### src/rtl/ptr_sync_gray_level.sv
// Destination-domain half of an async FIFO pointer synchronizer: Gray sync chain,
// registered Gray-to-binary, fill level, full/empty flags and a sticky coherence error.
module ptr_sync_gray_level #(
    parameter int ADDR_W      = 3,
    parameter int SYNC_STAGES = 2,
    parameter bit MODE        = 1'b0
) (
    input  logic              clk_in,
    input  logic              reset,
    input  logic [ADDR_W:0]   gray_ptr_in,
    input  logic [ADDR_W:0]   local_bin_ptr,
    input  logic              err_clr,
    output logic [ADDR_W:0]   gray_ptr_sync,
    output logic [ADDR_W:0]   bin_ptr_sync,
    output logic [ADDR_W:0]   level,
    output logic              full,
    output logic              empty,
    output logic              sync_valid,
    output logic              gray_err
);

    localparam int PW    = ADDR_W + 1;
    localparam int DEPTH = 2 ** ADDR_W;
    localparam int WARM  = SYNC_STAGES + 1;
    localparam int CW    = $clog2(WARM + 1);

    logic [SYNC_STAGES-1:0][PW-1:0] sync_q;
    logic [PW-1:0]                  prev_q;
    logic [CW-1:0]                  warm_cnt;
    logic [PW-1:0]                  level_raw;
    logic                           err_set;

    function automatic logic [PW-1:0] gray2bin(input logic [PW-1:0] g);
        logic [PW-1:0] b;
        b = g;
        for (int i = PW - 2; i >= 0; i--)
            b[i] = b[i+1] ^ g[i];
        return b;
    endfunction

    function automatic int unsigned popcnt(input logic [PW-1:0] v);
        int unsigned c;
        c = 0;
        for (int i = 0; i < PW; i++)
            c = c + int'(v[i]);
        return c;
    endfunction

    always_ff @(posedge clk_in or posedge reset) begin
        if (reset) begin
            sync_q <= '0;
        end else begin
            sync_q[0] <= gray_ptr_in;
            for (int i = 1; i < SYNC_STAGES; i++)
                sync_q[i] <= sync_q[i-1];
        end
    end

    assign gray_ptr_sync = sync_q[SYNC_STAGES-1];

    always_ff @(posedge clk_in or posedge reset) begin
        if (reset) begin
            bin_ptr_sync <= '0;
            prev_q       <= '0;
        end else begin
            bin_ptr_sync <= gray2bin(gray_ptr_sync);
            prev_q       <= gray_ptr_sync;
        end
    end

    // Modulo subtraction over the wrap-bit width absorbs pointer wrap.
    always_comb begin
        level_raw = '0;
        if (MODE)
            level_raw = bin_ptr_sync - local_bin_ptr;
        else
            level_raw = local_bin_ptr - bin_ptr_sync;
    end

    assign level      = level_raw;
    assign sync_valid = (warm_cnt == CW'(WARM));
    assign full       = !sync_valid || (level_raw == PW'(DEPTH));
    assign empty      = !sync_valid || (level_raw == '0);

    always_ff @(posedge clk_in or posedge reset) begin
        if (reset)
            warm_cnt <= '0;
        else if (!sync_valid)
            warm_cnt <= warm_cnt + CW'(1);
    end

    // A legal Gray stream moves at most one bit per sample; level beyond DEPTH is impossible.
    assign err_set = sync_valid &&
                     ((popcnt(gray_ptr_sync ^ prev_q) > 1) || (level_raw > PW'(DEPTH)));

    always_ff @(posedge clk_in or posedge reset) begin
        if (reset)
            gray_err <= 1'b0;
        else if (err_set)
            gray_err <= 1'b1;
        else if (err_clr)
            gray_err <= 1'b0;
    end

endmodule
### config.mk
export PLATFORM = sky130hd
export DESIGN_NAME = ptr_sync_gray_level
export DESIGN_NICKNAME = d
export VERILOG_FILES = /design/src/rtl/ptr_sync_gray_level.sv
export SDC_FILE = /design/constraint.sdc
export NUM_CORES = 1
export LEC_CHECK = 0
export CAP_MARGIN = 10
export CORE_UTILIZATION = 45
export CTS_BUF_LIST = sky130_fd_sc_hd__clkbuf_8
export DETAILED_ROUTE_END_ITERATION = 8
export PLACE_DENSITY = 0.8
export SLEW_MARGIN = 20
export SYNTH_ARGS = -nofsm -noshare
export SYNTH_HDL_FRONTEND = slang
export SYNTH_SLANG_ARGS = --single-unit
### constraint.sdc
create_clock -name clk_in -period 2.7 [get_ports clk_in]
set_input_delay 0.54 -clock clk_in [delete_from_list [all_inputs] [get_ports clk_in]]
set_output_delay 0.54 -clock clk_in [all_outputs]
set_load 0.005 [all_outputs]
==> impl_results.md, run 1 <==
- Iteration-0 DRC count of the detailed router: 6
- Pwr Density: 643 mW/mm^2
- HPWL after DPL: 941 um
- Internal power: 0.000547 W
- Max stage delay on crit path: 0.43 ns
- Fin util: 0.722
- Most instantiated cells after synthesis: dfrtp_1, inv_1, xnor2_1
- Sequential share of power: 0.417
- Fin crit period: 2.64 ns
- Most common cell in the synthesized netlist: dfrtp_1
- Drt via density: 4.74
- Clock power share: 0.293
- CTS root buf: clkbuf_8
- Vias: 483
- Area leader, netlist: dfrtp_1
- Largest net degree at the start of global routing: 19
- Post-DP Area: 0.00102 sq mm
- P&R area growth vs syn: 46.3%
- Main area contributors after synthesis: dfrtp_1, xnor2_1, ha_1
- Ys flop type: dfrtp_1
- Yosys Warn Count: 0
- Nets: 104
- Share of layout cells above drive strength 1: 0.267
- Max stage delay cell, worst path: clkdlybuf4s50_1
- First-pass GRT wire length: 2140 um
- Antenna violations before repair: 0
- Largest family of logic cells by synthesized area: XOR/XNOR gates
- H-tree Lvls: 1
- Post-CTS Hold Fix Bufs: 0
- Detailed-route DRC error count: 6
- Crit end category: output pin
- Complex-gate fraction of the synthesized area: 0.0390
- Vias in the first global route: 519
- Die Area: 0.00188 sq mm
- Post-synthesis cell count: 59
- Seq/Total Area, Yosys: 0.585
- Crit path DAT: 2.10 ns
- Reg2Reg Setup Slack: 0.91 ns
- IO buf count: 26
- Boundary Pins: 27
- Grt ovf: 0
- Simple-gate share of the synthesized area: 0.0358
- Hold WC Path Type: register to register
- Die Y: 43.4 um
- Mapped Area: 769 sq um
- Worst-Skew Late Latency: 0.25 ns
- Final setup margin: 0.0588 ns
- Clock slew at reported path FFs: 0.06 ns
- Slew Limit Fails: 0
- Synth Area in Adders: 0.117
- Yosys top cell area share: 0.585
- Setup CP Type: primary input to output pin
- Final Hold Fails: 0
- Gate power share: 0.290
- Starting Density: 0.494
- Ant. Diodes: 0
- Ys async rst share: 1.00
- Synth Register Bits: 18
- Number of synthesized flops with an enable pin: 0
- Cells along the critical path: dlygate4sd2_1 > ha_1 > nand3b_1 > nand2_2 > xnor2_2 > inv_2 > buf_4 > clkdlybuf4s50_1
- Worst VDD drop: 0.419 mV
- Fmax: 379 MHz
- Row cnt: 14
- Core area: 0.00156 sq mm
- Final period utilization: 0.978
- Num CTS Buffers: 3
- Routed wire length: 1290 um
- Least-Margin Pin Slew: 0.647 ns
- Slew margin rel.: 0.568
- Die width: 43.4 um
- Status: complete, but fails checks
- DP Worst Slack: -0.651 ns
- DRT Pass-1 Iters: 5
- CTS sink count: 18
- Net Sw Power: 0.000177 W
- Routed wire per std cell: 12.7 um
- Avg Inst Size Synth: 13.0 sq um
- Post-Synth XOR/XNOR Area: 0.125
- Switch share: 0.245
- Synth cell types: 14
- Max-Cap Viols: 0
- Gpl congestion: 0.764
- GR Util All Layers: 0.163
- Failing checks: DRC
- Fin area: 0.00113 sq mm
- Antenna-violating nets left: 0
- Final setup fails: 0
- Post-synth net total: 76
- Leak: 0.496 nW
- Clk_skew: 0.000868 ns
- Filler cells: 103
- Critical path launch point type: primary input
- Mux contribution to synthesized area: 0.0146
- CP Max Fanout: 2
- Clock Path Buffers: 2
- TritonCTS clock tree: yes
- CP Data Required Time: 2.16 ns
-- critical path: cells and delay by family --
kind	cells	cell delay, ns
buffers and inverters	4	0.88
and+or+nand+nor	2	0.18
adders and majority gates	1	0.30
xor gates and xnor gates	1	0.20
-- final cells by class --
class | instances | area (sq um) | area share
flip-flops and latches | 18 | 450 | 0.400
well taps | 16 | 20.0 | 0.0178
multi-input cells | 29 | 317 | 0.281
inverters | 7 | 26.3 | 0.0233
repair buffers | 28 | 258 | 0.229
clock buffers | 4 | 55.1 | 0.0489
-- through the flow --
stage | instances | power [W] | TNS [ns] | hold WS, ns
2_1_floorplan | 59 | 0.000380 | 0 | 0.331
3_3_place_gp | 97 | 0.000475 | -1.46 | 0.333
3_5_place_dp | 97 | 0.000483 | -1.76 | 0.340
4_1_cts | 101 | 0.000709 | 0 | 0.355
5_1_grt | 102 | 0.000763 | -0.00612 | 0.358
6_report | 102 | 0.000724 | 0 | 0.351
-- cell families after synthesis --
kind of cell               Yosys count
xor gates and xnor gates            11
adders and majority gates            6
and+or+nand+nor                      5
DFF                                 18
muxes                                1
buffers and inverters               12
AOI/OAI and AO/OA                    6
-- registers in the layout, summed over array words and instances, names as in the netlist --
name / count
bin_ptr_sync: 4
gray_ptr_sync: 4
sync_q: 4
prev_q: 3
warm_cnt: 2
gray_err: 1
-- final timing paths --
kind	cells after the start	end	from
max	8	level[3]	local_bin_ptr[1]
min in group asynchronous	2	sync_q[3]	reset
max reg2reg	7	gray_err	bin_ptr_sync[0]
min reg2reg	0	gray_ptr_sync[2]	sync_q[2]
max in group asynchronous	2	bin_ptr_sync[1]	reset
min	0	gray_ptr_sync[2]	sync_q[2]
-- power by group through the flow --
stage                     registers, W  logic (W)  clock network [W]
after floorplan               0.000304  0.0000754                  0
after global placement        0.000304   0.000171                  0
after detailed placement      0.000305   0.000178                  0
after CTS                     0.000300   0.000189           0.000219
after global routing          0.000304   0.000229           0.000230
final                         0.000302   0.000210           0.000212
-- placed cells by master, fill, tap and decap left out, types with 2 or more instances in the layout --
cell,instances
dlygate4sd2_1,2
dfrtp_1,18
ha_4,2
clkdlybuf4s50_1,21
buf_4,2
xor2_1,3
o21ai_0,2
clkbuf_8,4
inv_2,3
buf_2,2
ha_1,2
inv_1,4
xnor2_1,6
o21ai_2,2
-- per-layer routing --
| layer | vias to the layer above | routed length [um] | GRT usage |
|---|---|---|---|
| li1 | 232 | - | - |
| met1 | 225 | 499 | 0.170 |
| met2 | 24 | 672 | 0.297 |
| met3 | 2 | 106 | 0.0500 |
| met4 | 0 | 14 | 0.0750 |
| met5 | - | 0 | 0 |
-- repair_timing --
item / CTS / global route
resized for setup: 19 / 9
setup buffers: 0 / 1
endpoints found under the setup margin: 5 / 5
pin swaps: 4 / 7
Power figures use the tool's default switching activity.
==> run 2: changes to the inputs <==
--- a/config.mk
+++ b/config.mk
@@ -6,6 +6,7 @@
 export NUM_CORES = 1
 export LEC_CHECK = 0
 export CAP_MARGIN = 10
+export CORE_MARGIN = 2
 export CORE_UTILIZATION = 45
 export CTS_BUF_LIST = sky130_fd_sc_hd__clkbuf_8
 export DETAILED_ROUTE_END_ITERATION = 8
==> run 2 against run 1 <==
Compared with the run above:
- the run now ends clean
- critical endpoint unchanged
- combinational power down 6%
- sequential share of layout area up 0.72 points
- total power down 2.3%
- via count up 1.9%
- final area down 1.8%
- non-clock buffer count unchanged
- worst hold slack about the same
- clock power about the same
- core utilization down 1.3 points
- largest power group unchanged
- critical path type unchanged
- final cell count unchanged
- routed wire length down 9.4%
- highest routed layer unchanged
- flip-flop and latch count unchanged
==> impl_results.md, run 2 (same netlist as run 1, synthesis figures left out) <==
- Status: finished, final reports clean
- Post-CTS Hold Fix Bufs: 0
- Hold WC Path Type: register to register
- P&R area growth vs syn: 43.7%
- Detailed-route DRC error count: 0
- Iteration-0 DRC count of the detailed router: 1
- Busiest grt layer: met2
- GR Layer Usage met1: 0.167
- Setup_tns: 0 ns
- Filler cells: 110
- Die Area: 0.00206 sq mm
- Clock slew at reported path FFs: 0.06 ns
- Ant. Diodes: 0
- H-tree Lvls: 1
- Final Hold Fails: 0
- GR Util All Layers: 0.135
- Core area: 0.00156 sq mm
- Num CTS Buffers: 3
- Vias in the first global route: 471
- TritonCTS clock tree: yes
- Critical path launch point type: primary input
- CTS sink count: 18
- Fin area: 0.00111 sq mm
- Worst Setup SP: local_bin_ptr[2]
- Vias: 492
- Crit path DAT: 2.12 ns
- Grt ovf: 0
- Pwr Density: 640 mW/mm^2
- Critical Path Sink: level[3]
- Die width: 45.4 um
- Drt via density: 4.82
- Worst R2R End: gray_err
- Fmax: 377 MHz
- Least-Margin Pin Slew: 0.627 ns
- Starting Density: 0.494
- Largest net degree at the start of global routing: 19
- Antenna-violating nets left: 0
- Fin crit period: 2.66 ns
- Setup CP Type: primary input to output pin
- Max-Cap Viols: 0
- Leading cell type in the layout, fill and taps excluded: clkdlybuf4s50_1
- Worst hold slack: 0.351 ns
- Routed wire length: 1170 um
- Most frequent cells in the layout: clkdlybuf4s50_1, dfrtp_1, xnor2_1
- CP Max Fanout: 3
- HPWL after DPL: 945 um
- Final setup fails: 0
- Routed wire per std cell: 11.5 um
- Crit end category: output pin
- Reg2Reg Setup Slack: 0.95 ns
- Slew margin rel.: 0.581
- Row cnt: 14
- Post-DP Area: 0.00102 sq mm
- First-pass GRT wire length: 1910 um
- Worst R2R Path Depth: 7
- Pwr Total: 0.000708 W
- Leak: 0.493 nW
- IO buf count: 26
- CTS root buf: clkbuf_8
- Worst flop-to-flop path startpoint: bin_ptr_sync[0]
- DRT Pass-1 Iters: 4
- Grt met2 use: 0.223
- Antenna violations before repair: 0
- Worst-Skew Late Latency: 0.25 ns
- CP Data Required Time: 2.16 ns
- Clock Path Buffers: 2
- Die Y: 45.4 um
- Worst VDD drop: 0.422 mV
- Reg area: 450 sq um
- Boundary Pins: 27
- Met3 usage: 0.0280
- Gpl congestion: 0.739
- Slew Limit Fails: 0
- Share of layout cells above drive strength 1: 0.221
- Clk_skew: 0.00113 ns
- Multi-input gate area: 297 sq um
- Final period utilization: 0.984
- Nets: 104
[run 2: per-stage QoR]
| stage | setup WS, ns | cells | utilization |
|---|---|---|---|
| after global routing | -0.000417 | 102 | 0.709 |
| after CTS | 0.00500 | 101 | 0.702 |
| after floorplan | 0.329 | 59 | - |
| final | 0.0441 | 102 | 0.709 |
| after detailed placement | -0.684 | 97 | 0.654 |
| after global placement | -0.579 | 97 | 0.654 |
[run 2: report_power, final]
part           total, W  internal (W)  switching (W)
logic          0.000198      0.000123      0.0000754
registers      0.000300      0.000288      0.0000112
clock network  0.000210      0.000129      0.0000804
total          0.000708      0.000541       0.000167
[run 2: metal layers]
metal | part of all wire | wire, um
met2 | 0.49 | 569
met1 | 0.42 | 492
met3 | 0.073 | 86
met5 | 0 | 0
met4 | 0.019 | 22
[run 2: final cells by class]
class	instances	share of cell area
timing repair buffer	28	0.233
clock buffer	4	0.0498
inverter	7	0.0238
multi-input combinational	29	0.268
sequential	18	0.407
tap	16	0.0181
[run 2: how the worst min path moves through the flow]
stage	start	endpoint	slack [ns]	depth (start not counted)
after global routing	sync_q[1]	gray_ptr_sync[1]	0.36	0
after floorplan	sync_q[0]	gray_ptr_sync[0]	0.33	0
final	sync_q[1]	gray_ptr_sync[1]	0.35	0
after global placement	sync_q[2]	gray_ptr_sync[2]	0.33	0
after detailed placement	sync_q[1]	gray_ptr_sync[1]	0.34	0
after CTS	sync_q[1]	gray_ptr_sync[1]	0.35	0
[run 2: repair_timing]
| item | in CTS | in global routing |
|---|---|---|
| setup endpoints to repair | 5 | 4 |
| pin swaps | 4 | 6 |
| resized for setup | 20 | 4 |
| setup buffers | 0 | 1 |
[run 2: worst max-delay path, cell delays in order]
cell             delay (ns)
dlygate4sd2_1          0.26
ha_4                   0.24
a21oi_1                0.15
nand2_1                0.10
xnor2_2                0.22
inv_2                  0.06
buf_4                  0.12
clkdlybuf4s50_1        0.43
